===== src/rtl/alu_issue_arb.sv =====
// Round-robin issue arbiter sharing one integer ALU between two issue slots.
// An EX operand register drives the ALU; a WB register holds the result under backpressure.
module alu_issue_arb #(
  parameter int unsigned XLEN  = 32,
  parameter int unsigned OP_W  = 14,
  parameter int unsigned TAG_W = 5
) (
  input  logic             clk,
  input  logic             rst_n,
  input  logic             flush,
  input  logic             req0_valid,
  output logic             req0_ready,
  input  logic [OP_W-1:0]  req0_op,
  input  logic [XLEN-1:0]  req0_src1,
  input  logic [XLEN-1:0]  req0_src2,
  input  logic [TAG_W-1:0] req0_tag,
  input  logic             req1_valid,
  output logic             req1_ready,
  input  logic [OP_W-1:0]  req1_op,
  input  logic [XLEN-1:0]  req1_src1,
  input  logic [XLEN-1:0]  req1_src2,
  input  logic [TAG_W-1:0] req1_tag,
  output logic [OP_W-1:0]  alu_op,
  output logic [XLEN-1:0]  alu_src1,
  output logic [XLEN-1:0]  alu_src2,
  input  logic [XLEN-1:0]  alu_result,
  output logic             wb_valid,
  input  logic             wb_ready,
  output logic [XLEN-1:0]  wb_result,
  output logic [TAG_W-1:0] wb_tag,
  output logic             wb_slot
);

  logic             ex_valid_q;
  logic [OP_W-1:0]  ex_op_q;
  logic [XLEN-1:0]  ex_src1_q;
  logic [XLEN-1:0]  ex_src2_q;
  logic [TAG_W-1:0] ex_tag_q;
  logic             ex_slot_q;

  logic             wb_valid_q;
  logic [XLEN-1:0]  wb_result_q;
  logic [TAG_W-1:0] wb_tag_q;
  logic             wb_slot_q;

  logic             rr_ptr_q;

  logic wb_adv, ex_adv, arb_en;
  logic grant0, grant1, grant_any;

  // Grant is also gated by rst_n so ready stays low while reset is held.
  always_comb begin
    wb_adv    = !wb_valid_q || wb_ready;
    ex_adv    = !ex_valid_q || wb_adv;
    arb_en    = rst_n && ex_adv && !flush;
    grant0    = arb_en && req0_valid && (!req1_valid || !rr_ptr_q);
    grant1    = arb_en && req1_valid && (!req0_valid || rr_ptr_q);
    grant_any = grant0 || grant1;
  end

  assign req0_ready = grant0;
  assign req1_ready = grant1;

  always_ff @(posedge clk) begin
    if (!rst_n) begin
      ex_valid_q  <= 1'b0;
      ex_op_q     <= '0;
      ex_src1_q   <= '0;
      ex_src2_q   <= '0;
      ex_tag_q    <= '0;
      ex_slot_q   <= 1'b0;
      wb_valid_q  <= 1'b0;
      wb_result_q <= '0;
      wb_tag_q    <= '0;
      wb_slot_q   <= 1'b0;
      rr_ptr_q    <= 1'b0;
    end else begin
      if (grant_any) begin
        ex_valid_q <= 1'b1;
        ex_op_q    <= grant1 ? req1_op   : req0_op;
        ex_src1_q  <= grant1 ? req1_src1 : req0_src1;
        ex_src2_q  <= grant1 ? req1_src2 : req0_src2;
        ex_tag_q   <= grant1 ? req1_tag  : req0_tag;
        ex_slot_q  <= grant1;
        rr_ptr_q   <= !grant1;
      end else if (flush || ex_adv) begin
        ex_valid_q <= 1'b0;
      end

      if (flush) begin
        wb_valid_q <= 1'b0;
      end else if (ex_valid_q && wb_adv) begin
        wb_valid_q  <= 1'b1;
        wb_result_q <= alu_result;
        wb_tag_q    <= ex_tag_q;
        wb_slot_q   <= ex_slot_q;
      end else if (wb_ready) begin
        wb_valid_q <= 1'b0;
      end
    end
  end

  assign alu_op    = ex_valid_q ? ex_op_q : '0;
  assign alu_src1  = ex_src1_q;
  assign alu_src2  = ex_src2_q;
  assign wb_valid  = wb_valid_q;
  assign wb_result = wb_result_q;
  assign wb_tag    = wb_tag_q;
  assign wb_slot   = wb_slot_q;

endmodule


===== config.mk =====
export PLATFORM = sky130hd
export DESIGN_NAME = alu_issue_arb
export DESIGN_NICKNAME = d
export VERILOG_FILES = /design/src/rtl/alu_issue_arb.sv
export SDC_FILE = /design/constraint.sdc
export NUM_CORES = 1
export LEC_CHECK = 0
export ABC_AREA = 1
export CAP_MARGIN = 10
export CORE_UTILIZATION = 40
export DETAILED_ROUTE_END_ITERATION = 7
export HOLD_SLACK_MARGIN = 0.03
export PLACE_DENSITY = 0.89
export SYNTH_ARGS = -nofsm -noshare
export SYNTH_HDL_FRONTEND = slang
export SYNTH_SLANG_ARGS = --single-unit

===== constraint.sdc =====
create_clock -name clk -period 1.46 [get_ports clk]
set_input_delay 0.292 -clock clk [delete_from_list [all_inputs] [get_ports clk]]
set_output_delay 0.292 -clock clk [all_outputs]
set_load 0.01 [all_outputs]

==> run_results.csv, run 1 <==
group,metric,value,unit
floorplanning,die_h,126,um
cells_and_area,fin_area,11300,um^2
clock_tree,clock_sinks,125,
grt,grt.overflow.total,0,
critical_path,crit_fanout,6,
yosys,syn_avg_cell_area,6.48,um^2
grt,grt_max_degree,79,
yosys,syn_nets,1156,
route,vias,7868,
timing,timing.final.crit_share,1.11,
yosys,yosys_warnings,0,
placement,post_dp_cell_area,9560,um^2
critical_path,crit_type,"reg2out",
critical_path,required,1.17,ns
route,routed-wl-met2,12.8,mm
yosys,yosys-top-cells-area,"dfxtp_1, nor2_1, nand4_1",
critical_path,endpoint,"alu_op[3]",
critical_path,path_delay_family,"buffers and inverters",
cells_and_area,drive_gt1_frac,0.180,
clock_tree,cts-htree-levels,4,
placement,place_hpwl,14.5,mm
floorplanning,initial_utilization,0.407,
floorplanning,die_area,15900,um^2
critical_path,end_kind,"primary output",
power,p_seq_frac,0.372,
clock_tree,cts_tree,"done",
route,wl_met3,2.09,mm
yosys,syn_area,6170,um^2
route,wl_met1,9.75,mm
timing,hold_violations,0,
power,comb_power_share,0.209,
job,maxCapViolations,0,
yosys,syn_inst,952,
floorplanning,dieWidth,126,um
power,netSwitchingPower,2.88,mW
timing,drv_slew,0,
critical_path,regToRegEndpoint,"alu_src1[13]$_SDFFE_PN0P_",
power,pwr-share-clk,0.419,
grt,grt_pass1_wl,37.0,mm
clock_tree,cts_buffers,17,
critical_path,cp.buffers_inverters,5,
grt,grt.total_usage,0.299,
grt,grt_pass1_vias,7196,
power,p_leak,5.26,nW
critical_path,cp.arrival,1.32,ns
critical_path,slowest_stage,"dfxtp_4",
yosys,ys_types,19,
clock_tree,cts_hold_buffers,0,
clock_tree,clkLatencyLatePin,0.41,ns
yosys,synth_seq_cells,125,
route,drt_wl_total,25.5,mm
cells_and_area,fin_nets,1496,
clock_tree,cts.path.max_buffers,2,
cells_and_area,syn2layout_area_growth,83.2,%
timing,min_period,1.61,ns
critical_path,r2r_cells,11,
timing,max_slew.worst_pin.slew,0.887,ns
timing,rsz0062_at_grt,"yes",
timing,max_freq,0.620,GHz
grt,antenna_found_initial,3,
critical_path,regToRegSetupSlack,-0.13,ns
worst_hold_path,hold_class,"in2reg",
placement,post-place-ws,-0.719,ns
critical_path,crit_path_start_kind,"flop",
route,ant_nets,0,
timing,setup_violations,73,
status,outcome,"complete, but fails checks",
route,post_drt_wl_per_cell,17.1,um
critical_path,rr_startpoint,"ex_valid_q$_SDFFE_PN0P_",
yosys,synth-seq-area-share,0.406,
floorplanning,ios,323,
critical_path,cp.depth,6,
cells_and_area,nFillCells,1098,
route,drtIter0Drc,501,
power,peakVddDrop,0.740,mV
status,violations,"negative setup slack",
route,via_per_inst,5.26,
critical_path,crit_chain,"buf_8, buf_4, buf_6, nand2_2, inv_1, buf_2",
critical_path,critPathLaunch,"ex_valid_q$_SDFFE_PN0P_",
power,p_int,7.01,mW
route,dr.pass1.iters,5,
clock_tree,cts-root-buf,"clkbuf_16",
placement,place_congestion,0.783,
clock_tree,path_clk_slew,0.06,ns
power,p_total,9.88,mW
timing,fin_skew,0.0142,ns
timing,slew_headroom,0.408,
yosys,yosysTopAreaCellShare,0.406,
power,power.density,875,nW/um^2
critical_path,cp_slowest_stage_delay,0.36,ns
floorplanning,core_area,15100,um^2
floorplanning,rows,45,
timing,setup_ws,-0.154,ns
route,top_layer,"met4",
cells_and_area,fin_util,0.746,
yosys,yosys.area.top_type,"dfxtp_1",
route,drc,0,
power,switching_share,0.291,
placement,port_buffers,322,
[how the worst min path moves through the flow]
stage,startpoint,to,slack [ns],cells after the start
5_1_grt,wb_ready,wb_valid$_SDFFE_PP0P_,0.39,4
4_1_cts,wb_ready,wb_valid$_SDFFE_PP0P_,0.33,4
3_5_place_dp,ex_tag_q[2]$_SDFFE_PN0P_,wb_tag[2]$_SDFFE_PN0P_,0.46,2
2_1_floorplan,ex_tag_q[0]$_SDFFE_PN0P_,wb_tag[0]$_SDFFE_PN0P_,0.43,2
3_3_place_gp,ex_tag_q[2]$_SDFFE_PN0P_,wb_tag[2]$_SDFFE_PN0P_,0.44,2
6_report,wb_ready,wb_valid$_SDFFE_PP0P_,0.38,4
[cells in the final DEF, fill, tap and decap left out, types with 4 or more instances in the layout]
cell and instances:
a21oi_1 4, nor2_2 29, nand2_4 7, inv_8 7
buf_4 24, o21ai_2 7, clkbuf_16 21, dlygate4sd2_1 105
buf_6 34, inv_1 89, nand2_1 90, buf_16 13
buf_12 15, inv_2 16, nand4_1 146, nor2_4 13
clkdlybuf4s50_1 198, o21ai_1 20, dfxtp_1 122, buf_2 4
nor2_1 275, nand2_2 16, o21ai_0 18
[power groups by stage]
stage,Sequential (mW),Clock (mW),Combinational [mW]
after detailed placement,3.75,0,1.75
after global routing,3.70,4.37,2.21
after global placement,3.74,0,1.72
after floorplan,3.81,0,0.641
after CTS,3.67,4.20,1.99
final,3.68,4.14,2.06
[cells by family after synthesis]
kind of cell	count (synthesis)	share of synthesized area
DFF	125	0.406
AOI/OAI and AO/OA	59	0.0491
buffers and inverters	189	0.131
and+or+nand+nor	579	0.414
[metal layers]
metal,up-vias,GRT usage
met4,0,0.141
met5,-,0
li1,3753,-
met1,3633,0.337
met3,73,0.0811
met2,409,0.522
[timing repair]
item | 4_1_cts | 5_1_grt
endpoints found under the setup margin | 209 | 138
setup buffers | 33 | 5
gates resized for setup | 279 | 118
pin swaps | 11 | 40
cloned | 15 | 6
[cell usage after synthesis]
| master | n |
|---|---|
| a21oi_2 | 1 |
| buf_2 | 48 |
| nand4_1 | 146 |
| nor2_4 | 1 |
| nand3_1 | 2 |
| o21ai_1 | 5 |
| clkbuf_1 | 22 |
| nand3_2 | 1 |
| dfxtp_1 | 125 |
| nand2_1 | 113 |
| a31oi_1 | 1 |
| nor2_1 | 316 |
| buf_4 | 10 |
| inv_2 | 3 |
| buf_1 | 2 |
| a21oi_1 | 8 |
| inv_1 | 104 |
| a211oi_1 | 1 |
| o21ai_0 | 43 |
[flip-flops by register name, summed over array words and instances, names as in the netlist]
register / flops
rr_ptr_q: 1
wb_tag: 5
wb_valid: 1
wb_slot: 1
ex_valid_q: 1
ex_slot_q: 1
ex_tag_q: 5
wb_result: 32
ex_op_q: 14
alu_src1: 32
alu_src2: 32
[per-stage QoR]
stage / hold WS [ns] / std cells / setup TNS, ns
6_report: 0.380 / 1496 / -4.42
5_1_grt: 0.393 / 1496 / -11.62
4_1_cts: 0.326 / 1489 / -8.95
3_5_place_dp: 0.455 / 1409 / -65.10
3_3_place_gp: 0.442 / 1409 / -59.97
2_1_floorplan: 0.430 / 952 / 0
[worst min-delay path, stage by stage]
cell	delay, ns
dlygate4sd2_1	0.21
inv_2	0.05
nand2_1	0.11
a21oi_1	0.08
[cell type report]
class / count / area [um^2] / area share
Antenna cell: 3 / 7.51 / 0.000665
Clock buffer: 17 / 425 / 0.0377
Clock inverter: 15 / 166 / 0.0147
Inverter: 107 / 412 / 0.0364
Multi-Input combinational cell: 638 / 3230 / 0.286
Sequential cell: 125 / 2510 / 0.222
Tap cell: 188 / 235 / 0.0208
Timing Repair Buffer: 403 / 4310 / 0.382
Power figures use the tool's default switching activity.
==> inputs of run 2 (changes only) <==
--- a/config.mk
+++ b/config.mk
@@ -14,3 +14,4 @@
 export SYNTH_ARGS = -nofsm -noshare
 export SYNTH_HDL_FRONTEND = slang
 export SYNTH_SLANG_ARGS = --single-unit
+export TNS_END_PERCENT = 1
==> run 2 against run 1 <==
The run still ends with negative setup slack left. Non-clock buffer count shrank 42. Clock skew shrank 0.0037 ns. Die area is the same. Routed wire length shrank 15%. Fmax grew 2.2%. Core utilization shrank 7.2 points. Clock power is essentially flat. Sequential cell count is the same. Critical endpoint is now req1_ready.
==> run_results.csv, run 2 (synthesis gave the netlist of run 1 again) <==
group,metric,value,unit
status,outcome,"complete, but fails checks",
status,violations,"negative setup slack",
cells_and_area,fin_nets,1454,
placement,place_hpwl,14.5,mm
route,drtIter0Drc,440,
grt,grt_pass1_wl,33.3,mm
critical_path,end_kind,"primary output",
clock_tree,cts_buffers,17,
power,peakVddDrop,0.721,mV
cells_and_area,regArea,2510,um^2
timing,hold_violations,0,
critical_path,regToRegSetupSlack,-0.07,ns
timing,fin_skew,0.0106,ns
grt,grt.total_usage,0.263,
route,drt_wl_total,21.6,mm
clock_tree,clock_sinks,125,
worst_hold_path,hold_class,"in2reg",
route,vias,7282,
placement,port_buffers,322,
cells_and_area,fin_area,10200,um^2
timing,slew_headroom,0.427,
cells_and_area,nFillCells,1279,
timing,rsz0062_at_grt,"yes",
grt,grt_pass1_vias,6676,
grt,grt_max_degree,79,
route,drc,0,
timing,timing.final.crit_share,1.08,
floorplanning,initial_utilization,0.407,
floorplanning,die_h,126,um
clock_tree,clkLatencyLatePin,0.41,ns
power,power.density,934,nW/um^2
clock_tree,cts-root-buf,"clkbuf_16",
floorplanning,core_area,15100,um^2
grt,antenna_found_initial,3,
grt,grt.overflow.total,0,
clock_tree,cts.path.max_buffers,2,
cells_and_area,final_cell_mix,"nor2_1, clkdlybuf4s50_1, nand4_1",
route,via_per_inst,5.01,
timing,setup_ws,-0.119,ns
route,ant_nets,0,
placement,post-place-ws,-0.719,ns
power,p_leak,4.87,nW
cells_and_area,drive_gt1_frac,0.0911,
timing,max_slew.worst_pin.slew,0.860,ns
floorplanning,die_area,15900,um^2
cells_and_area,final_common_cell,"nor2_1",
critical_path,crit_fanout,2,
floorplanning,rows,45,
timing,min_period,1.58,ns
critical_path,crit_type,"reg2out",
cells_and_area,multi_input_area,2920,um^2
job,maxCapViolations,0,
clock_tree,cts-htree-levels,4,
timing,setup_violations,28,
clock_tree,cts_tree,"done",
floorplanning,dieWidth,126,um
placement,place_congestion,0.783,
clock_tree,path_clk_slew,0.06,ns
placement,post_dp_cell_area,9560,um^2
route,post_drt_wl_per_cell,14.9,um
floorplanning,ios,323,
timing,drv_slew,0,
critical_path,required,1.17,ns
critical_path,crit_path_start_kind,"flop",
route,dr.pass1.iters,5,
cells_and_area,syn2layout_area_growth,65.6,%
timing,whs,0.230,ns
critical_path,cp.arrival,1.29,ns
timing,max_freq,0.634,GHz
run 2: cell count changes in the layout (fill, tap and decap cells not counted), sizes merged:
cell / change
dlymetal6s2s: +1
clkbuf: -1
buf: -42
run 2: power by group:
part	leakage, nW	internal (mW)	total, mW	switching (mW)
logic	3.56	0.929	1.73	0.798
registers	1.02	3.59	3.67	0.0819
clock network	0.284	2.30	4.14	1.85
total	4.87	6.81	9.54	2.73
run 2: repair_timing:
item | in CTS | in global routing
buffers inserted | 5 | 2
setup endpoints to repair | 209 | 133
hold buffers | 0 | 0
resized for setup | 201 | 25
pin swaps | 5 | 4
gates cloned | 0 | 3
run 2: path summary, 6_finish.rpt:
path,from,endpoint,depth (start not counted)
hold / removal,wb_ready,wb_valid$_SDFFE_PP0P_,4
setup / recovery,rr_ptr_q$_SDFFE_PN0P_,req1_ready,5
setup reg to reg,ex_valid_q$_SDFFE_PN0P_,wb_tag[0]$_SDFFE_PN0P_,10
hold reg to reg,ex_tag_q[1]$_SDFFE_PN0P_,wb_tag[1]$_SDFFE_PN0P_,2
run 2: worst max-delay path, cell delays in order, from the launching register on:
cell and delay [ns]:
dfxtp_2 0.34, inv_2 0.06, a21oi_4 0.17, nand3_2 0.11, inv_2 0.08, buf_6 0.11
run 2: final cells by class:
class / count / area share
diodes: 3 / 0.000735
clock buffers: 17 / 0.0417
clock inverters: 15 / 0.0163
inverters: 107 / 0.0396
multi-input cells: 638 / 0.286
flip-flops and latches: 125 / 0.246
well taps: 188 / 0.0230
repair buffers: 361 / 0.347
run 2: per-stage QoR:
stage	std cells	total power, mW	util	setup TNS [ns]
floorplan	952	4.45	-	0
global placement	1409	5.46	0.631	-59.97
detailed placement	1409	5.50	0.631	-65.10
CTS	1446	9.55	0.665	-4.50
global route	1454	9.94	0.674	-10.71
finish	1454	9.54	0.674	-0.959
run 2: metal layers:
metal  vias up  part of all wire  GRT usage
li1       3652                 -          -
met1      3302              0.40      0.295
met2       286              0.50      0.462
met3        42             0.081     0.0790
met4         0             0.026      0.113
met5         -                 0          0
